## src/rtl/hex_scan_pkg.sv

```systemverilog
// ----------------------------------------------------------------------------
// hex_scan_pkg
//
// Shared definitions for the rotating 4-digit display receiver.
//
// Contents:
//   SEG_ZERO / SEG_E / SEG_D / SEG_BLANK
//                  active-low segment patterns, written seg0..seg7
//                  (seg7 = decimal point)
//   code_t         2-bit character code
//   lock_state_t   lock FSM states (HUNT, TRACK, LOCKED)
//   NUM_DIGITS     number of display digits per frame
// ----------------------------------------------------------------------------
package hex_scan_pkg;

    // Character codes carried by the display.
    typedef logic [1:0] code_t;

    localparam code_t CODE_ZERO  = 2'b00;
    localparam code_t CODE_E     = 2'b01;
    localparam code_t CODE_D     = 2'b10;
    localparam code_t CODE_BLANK = 2'b11;

    // Active-low segment patterns. The leftmost literal bit is seg0, which
    // lines up with index 0 of a [0:7] vector.
    localparam logic [0:7] SEG_ZERO  = 8'b00000011;
    localparam logic [0:7] SEG_E     = 8'b01100001;
    localparam logic [0:7] SEG_D     = 8'b10000101;
    localparam logic [0:7] SEG_BLANK = 8'b11111111;

    localparam int NUM_DIGITS = 4;

    // Lock FSM states. TRACK is only reachable when the three-state lock
    // FSM is compiled in.
    typedef enum logic [1:0] {
        HUNT   = 2'd0,
        TRACK  = 2'd1,
        LOCKED = 2'd2
    } lock_state_t;

endpackage

```

## src/rtl/hex_scan_rx_seg_pattern_decode.sv

```systemverilog
// ----------------------------------------------------------------------------
// seg_pattern_decode
//
// Purely combinational decoder from one 7-segment + DP pattern back to its
// 2-bit character code.
//
// Ports:
//   seg_i      in  [0:7]  active-low segment pattern, seg_i[0] = segment 0,
//                         seg_i[7] = decimal point
//   code_o     out [1:0]  decoded character code (00 when invalid)
//   invalid_o  out        pattern is not one of the four legal characters
// ----------------------------------------------------------------------------
module seg_pattern_decode
    import hex_scan_pkg::*;
(
    input  logic [0:7] seg_i,
    output code_t      code_o,
    output logic       invalid_o
);

    // Exact match against the four legal glyphs. Anything else, including a
    // lit decimal point, is flagged invalid and reports code 00 so that the
    // stored slot value is deterministic.
    always_comb begin
        code_o    = CODE_ZERO;
        invalid_o = 1'b0;
        case (seg_i)
            SEG_ZERO:  code_o = CODE_ZERO;
            SEG_E:     code_o = CODE_E;
            SEG_D:     code_o = CODE_D;
            SEG_BLANK: code_o = CODE_BLANK;
            default:   invalid_o = 1'b1;
        endcase
    end

endmodule

```

## src/rtl/hex_scan_rx.sv

```systemverilog
// ----------------------------------------------------------------------------
// hex_scan_rx
//
// Receive side of the rotating 4-digit character display. Samples the
// time-multiplexed segment bus one digit per strobe, decodes each pattern to
// its 2-bit code, assembles a 4-digit frame, recovers the rotation amount the
// driver applied and checks the frame for consistency.
//
// Ports:
//   Clock   in         system clock, rising edge
//   Reset   in         synchronous, active-high reset
//   SEG     in  [0:7]  active-low segment pattern (SEG[7] = decimal point)
//   DIG     in  [1:0]  digit index of the pattern on SEG
//   STB     in         SEG/DIG valid this cycle
//   CODES   out [7:0]  last frame, {code3, code2, code1, code0}
//   SHIFT   out [1:0]  rotation amount of the last good frame
//   FRAME   out        one-cycle pulse when a frame completes
//   ERR     out        bad frame, qualified by FRAME
//   LOCK    out        rotation is stable
//
// Configuration macro:
//   HEX_SCAN_RX_LOCK_EN  defined   -> three-state lock FSM (HUNT/TRACK/LOCKED),
//                                     LOCK needs two consecutive good frames
//                                     with the same shift
//                        undefined -> two-state FSM (HUNT/LOCKED), any good
//                                     frame locks
// ----------------------------------------------------------------------------
module hex_scan_rx (
    input  logic       Clock,
    input  logic       Reset,
    input  logic [0:7] SEG,
    input  logic [1:0] DIG,
    input  logic       STB,
    output logic [7:0] CODES,
    output logic [1:0] SHIFT,
    output logic       FRAME,
    output logic       ERR,
    output logic       LOCK
);

    import hex_scan_pkg::*;

    // Decoded view of the current bus pattern.
    code_t       decCode;
    logic        decInvalid;

    // Collection state: per-digit code and invalid flag, seen mask, and a
    // flag saying the slots hold a complete frame waiting to be checked.
    logic [7:0]  slotCode_q, slotCode_d;
    logic [3:0]  slotInv_q,  slotInv_d;
    logic [3:0]  seen_q,     seen_d;
    logic        pending_q,  pending_d;
    logic [3:0]  digMask;

    // Frame check results, computed from the registered slots.
    code_t       candShift;
    logic        frameGood;

    // Output registers and lock FSM.
    logic [7:0]  codes_q, codes_d;
    code_t       shift_q, shift_d;
    logic        frame_q, frame_d;
    logic        err_q,   err_d;
    lock_state_t state_q, state_d;

    seg_pattern_decode u_decode (
        .seg_i     (SEG),
        .code_o    (decCode),
        .invalid_o (decInvalid)
    );

    assign digMask = 4'b0001 << DIG;

    // Slot collection. A strobe always lands in its slot, even in the cycle
    // where the previous frame is being checked: the check reads the
    // registered slots, so the new write only becomes visible afterwards and
    // belongs to the next frame. Completion clears the mask and arms the
    // check for the following edge.
    always_comb begin
        slotCode_d = slotCode_q;
        slotInv_d  = slotInv_q;
        seen_d     = seen_q;
        pending_d  = 1'b0;
        if (STB) begin
            slotCode_d[{DIG, 1'b0} +: 2] = decCode;
            slotInv_d[DIG]               = decInvalid;
            if ((seen_q | digMask) == 4'hF) begin
                seen_d    = 4'h0;
                pending_d = 1'b1;
            end else begin
                seen_d = seen_q | digMask;
            end
        end
    end

    // Consistency check: digit 0 carries the candidate shift and every digit
    // k must then hold (k + shift) mod 4. The 2-bit sum wraps naturally.
    always_comb begin
        candShift = slotCode_q[1:0];
        frameGood = ~|slotInv_q;
        for (int k = 0; k < NUM_DIGITS; k++) begin
            if (slotCode_q[2*k +: 2] != code_t'(2'(k) + candShift)) begin
                frameGood = 1'b0;
            end
        end
    end

    // Frame outputs and lock FSM next state. Everything only moves on the
    // cycle after a completing strobe; otherwise the outputs hold and the
    // FRAME/ERR pulse drops back to zero.
    always_comb begin
        state_d = state_q;
        codes_d = codes_q;
        shift_d = shift_q;
        frame_d = 1'b0;
        err_d   = 1'b0;
        if (pending_q) begin
            frame_d = 1'b1;
            err_d   = ~frameGood;
            codes_d = slotCode_q;
            if (frameGood) begin
                shift_d = candShift;
            end
`ifdef HEX_SCAN_RX_LOCK_EN
            // Comparing against the stored shift is only meaningful in TRACK
            // and LOCKED, where it belongs to the previous good frame.
            case (state_q)
                HUNT: begin
                    if (frameGood) state_d = TRACK;
                end
                TRACK, LOCKED: begin
                    if (!frameGood) begin
                        state_d = HUNT;
                    end else if (candShift == shift_q) begin
                        state_d = LOCKED;
                    end else begin
                        state_d = TRACK;
                    end
                end
                default: state_d = HUNT;
            endcase
`else
            state_d = frameGood ? LOCKED : HUNT;
`endif
        end
    end

    // Register bank. Reset clears partial frames as well as outputs, and
    // because it has priority any strobe during reset is dropped.
    always_ff @(posedge Clock) begin
        if (Reset) begin
            slotCode_q <= 8'h00;
            slotInv_q  <= 4'h0;
            seen_q     <= 4'h0;
            pending_q  <= 1'b0;
            codes_q    <= 8'h00;
            shift_q    <= CODE_ZERO;
            frame_q    <= 1'b0;
            err_q      <= 1'b0;
            state_q    <= HUNT;
        end else begin
            slotCode_q <= slotCode_d;
            slotInv_q  <= slotInv_d;
            seen_q     <= seen_d;
            pending_q  <= pending_d;
            codes_q    <= codes_d;
            shift_q    <= shift_d;
            frame_q    <= frame_d;
            err_q      <= err_d;
            state_q    <= state_d;
        end
    end

    assign CODES = codes_q;
    assign SHIFT = shift_q;
    assign FRAME = frame_q;
    assign ERR   = err_q;
    assign LOCK  = (state_q == LOCKED);

endmodule

```

## config.mk

```make
export PLATFORM = sky130hd
export DESIGN_NAME = hex_scan_rx
export DESIGN_NICKNAME = d
export VERILOG_FILES = /design/src/rtl/hex_scan_pkg.sv /design/src/rtl/hex_scan_rx_seg_pattern_decode.sv /design/src/rtl/hex_scan_rx.sv
export SDC_FILE = /design/constraint.sdc
export NUM_CORES = 1
export LEC_CHECK = 0
export ABC_CLOCK_PERIOD_IN_PS = 1580
export CELL_PAD_IN_SITES_DETAIL_PLACEMENT = 1
export CELL_PAD_IN_SITES_GLOBAL_PLACEMENT = 2
export CORE_ASPECT_RATIO = 1.1
export CORE_MARGIN = 10
export CORE_UTILIZATION = 28
export CTS_CLUSTER_SIZE = 24
export DETAILED_ROUTE_END_ITERATION = 10
export PLACE_DENSITY_LB_ADDON = 0.1
export SYNTH_ARGS = -nofsm -noshare
export SYNTH_HDL_FRONTEND = slang
export SYNTH_SLANG_ARGS = --single-unit
```

## constraint.sdc

```tcl
create_clock -name Clock -period 1.58 [get_ports Clock]
set_input_delay 0.474 -clock Clock [delete_from_list [all_inputs] [get_ports Clock]]
set_output_delay 0.474 -clock Clock [all_outputs]
set_load 0.01 [all_outputs]
```

==> results_dict.tcl <==
set metrics [dict create \
    synth_cell_types 35 \
    wire_per_inst_um 15.41 \
    synth-seq-cells 30 \
    final-setup-viol-count 0 \
    ant_nets 0 \
    row_count 27 \
    grt_setup_unrepaired "yes" \
    h-tree-depth 2 \
    dpl.hpwl_um 3342 \
    synth_top_area_share_pct 42.33 \
    numCtsBuffers 5 \
    max_slew.worst_pin.slew_ns 0.4172 \
    dpl_cell_area_um2 2004 \
    nNetsFinal 234 \
    core_um2 4966 \
    period_minus_slack_ns 1.521 \
    vdd_drop_max_mv 0.3546 \
    worstPathMaxFanout 3 \
    drv_slew 0 \
    r2r-start "slotCode_q[4]" \
    relSlewSlack_pct 71.93 \
    die_y_um 94.66 \
    avgSynthCellArea_um2 9.523 \
    n_antenna_cell 0 \
    rr_endpoint "SHIFT[1]" \
    crit_start "DIG[0]" \
    root_buffer "clkbuf_8" \
    io_buffers 25 \
    slowest_stage "dlygate4sd2_1" \
    outcome "completed" \
    drc 0 \
    synthesis.area_um2 1419 \
    tns_ns 0 \
    finish.instance_area_um2 2185 \
    r2r_cells 4 \
    first_pass_iters 4 \
    drt-total-wl_um 4192 \
    dieWidth_um 87.87 \
    power_leakage_nw 0.9374 \
    drv_cap 0 \
    critPathCaptureType "flip-flop" \
    io_pins 26 \
    insertion_delay_ns 0.27 \
    required_ns 1.74 \
    p_per_area_nw_per_um2 741.6 \
    grt_usage_pct 10.77 \
    synth_area_leaders "dfxtp_1, ha_1, mux2i_1, nand2_1, a21oi_1" \
    worstSetupEndpoint "slotCode_q[2]" \
    synthCells 149 \
    yosysSeqAreaShare_pct 42.33 \
    layout-drive-gt1-share_pct 34.11 \
    critPathKind "in -> reg" \
    cts_num_sinks 30 \
    grt_max_degree 12 \
    ys.flop_type "dfxtp_1" \
    cts_hold_buffers 0 \
    grt_pass1_wl_um 7182 \
    cts_tree "built" \
    critPathArrivalTime_ns 1.69 \
    synth-edff-count 0 \
    start_kind "input port" \
    hp-class "reg -> reg" \
    start_util_pct 28.57 \
    skew_ns 0.004730 \
    drtIter0Drc 21 \
    critPathMaxStageDelay_ns 0.25 \
    gp_congestion 0.7731 \
    async_reset_ff_share_pct 0 \
    regToRegSetupSlack_ns 0.15 \
    finalCritPeriodShare_pct 96.25 \
    power_mw 1.620 \
    ys_warn_count 0 \
    crit_chain "dlygate4sd2_1, inv_2, ha_4, buf_4, and4_1, buf_4, a32o_1" \
    areaGrowthSynthToFinish_pct 53.97 \
    yosys.area.top_type "dfxtp_1" \
    cts_buffer_depth 2 \
    hold_viol_final 0 \
    grt_pass1_vias 1480 \
    grt-ovfl-total 0 \
    clkTransAtPathRegs_ns 0.07 \
    fmax_mhz 657.5 \
    synth_nets 170 \
    vias_per_cell 4.982 \
    dieArea_um2 8318 \
    antenna_found_initial 0 \
    vias 1355 \
    critPathMostFrequentCell "buf_4" \
]
[stage by stage]
stage	cells	utilization, %	hold WS [ns]	setup WS (ns)
finish	272	43.99	0.4517	0.05918
floorplan	149	-	0.4529	0.05754
detailed placement	263	40.36	0.4535	-0.6483
global route	272	43.99	0.4880	-0.02413
global placement	263	40.36	0.4475	-0.5920
CTS	272	43.11	0.4607	0.004437
[power by group]
part	total (mW)	switching (mW)	internal (mW)
Combinational	0.209	0.104	0.106
Sequential	0.775	0.00744	0.768
Clock	0.636	0.285	0.351
Total	1.62	0.396	1.22
[layout by cell type (no fill, tap or decap), drive strengths merged, types with 2 or more instances in the layout]
cell and count:
and4 2, dfxtp 30, ha 8, nand2 15, xor2 2, o31ai 6, dlygate4sd2 17, a21oi 11
mux2i 9, nor3 7, nor2 12, o21ai 5, clkbuf 12, nor4 2, buf 37, nand3 5
clkdlybuf4s50 2, nor4b 3, nand2b 2, a32o 4, nand4 3, nor4bb 2, inv 4
[flip-flops by register name, summed over array words and instances (netlist names), 2 cells and up]
signal and count:
CODES 8, SHIFT 2, seen_q 4, slotCode_q 8, slotInv_q 4
[worst min-delay path by stage]
stage	from	to	slack (ns)	cells after the start
after floorplan	slotCode_q[5]	slotCode_q[5]	0.45	2
after global placement	state_q[1]	state_q[1]	0.45	2
after detailed placement	state_q[1]	state_q[1]	0.45	2
after CTS	state_q[1]	state_q[1]	0.46	2
after global routing	SHIFT[0]	SHIFT[0]	0.49	2
final	state_q[1]	state_q[1]	0.45	2
[worst max-delay path, delay by kind of cell]
family          cells  cell delay, ns
buf+inv             4            0.61
fa+ha+maj           1            0.22
simple gates        1            0.20
compound gates      1            0.19
[repair_timing]
item | in CTS | in global routing
pin swaps | 11 | 7
setup endpoints to repair | 30 | 17
buffers inserted | 2 | 0
resized for setup | 38 | 23
gates cloned | 0 | 0
[cell families (layout without fill, tap and decap cells)]
group / Yosys count / count (layout) / synth area share (%)
fa+ha+maj: 8 / 8 / 7.055
mux: 10 / 10 / 7.143
simple gates: 58 / 58 / 23.10
buf+inv: 9 / 74 / 2.468
flops: 30 / 30 / 42.33
compound gates: 32 / 32 / 16.67
xor+xnor: 2 / 2 / 1.235
[synthesized netlist by cell type (all sizes together), types with 2 or more instances]
| library cell | instances |
|---|---|
| a21oi | 11 |
| nor3 | 7 |
| dfxtp | 30 |
| xor2 | 2 |
| ha | 8 |
| mux2i | 9 |
| a32o | 4 |
| inv | 4 |
| nand2b | 2 |
| nor4b | 3 |
| o21ai | 5 |
| nand2 | 15 |
| and4 | 2 |
| nand3 | 5 |
| clkbuf | 4 |
| o31ai | 6 |
| nor2 | 12 |
| nand4 | 3 |
| nor4bb | 2 |
| nor4 | 2 |
[cell type report]
cell class / count / area, um2
clock buffer: 7 / 86.33
sequential: 30 / 601.8
timing repair buffer: 62 / 498.0
tap: 58 / 72.57
fill: 570 / 2781
clock inverter: 1 / 5.005
inverter: 4 / 15.01
multi-input combinational: 110 / 905.9
[per-layer routing]
metal / global-route usage [%] / vias up / part of all wire (%)
met5: 0 / - / 0
met3: 3.187 / 6 / 4.6
met4: 4.122 / 0 / 1.1
met2: 19.54 / 21 / 54
met1: 11.35 / 651 / 40
li1: - / 677 / -
Power figures use the tool's default switching activity.
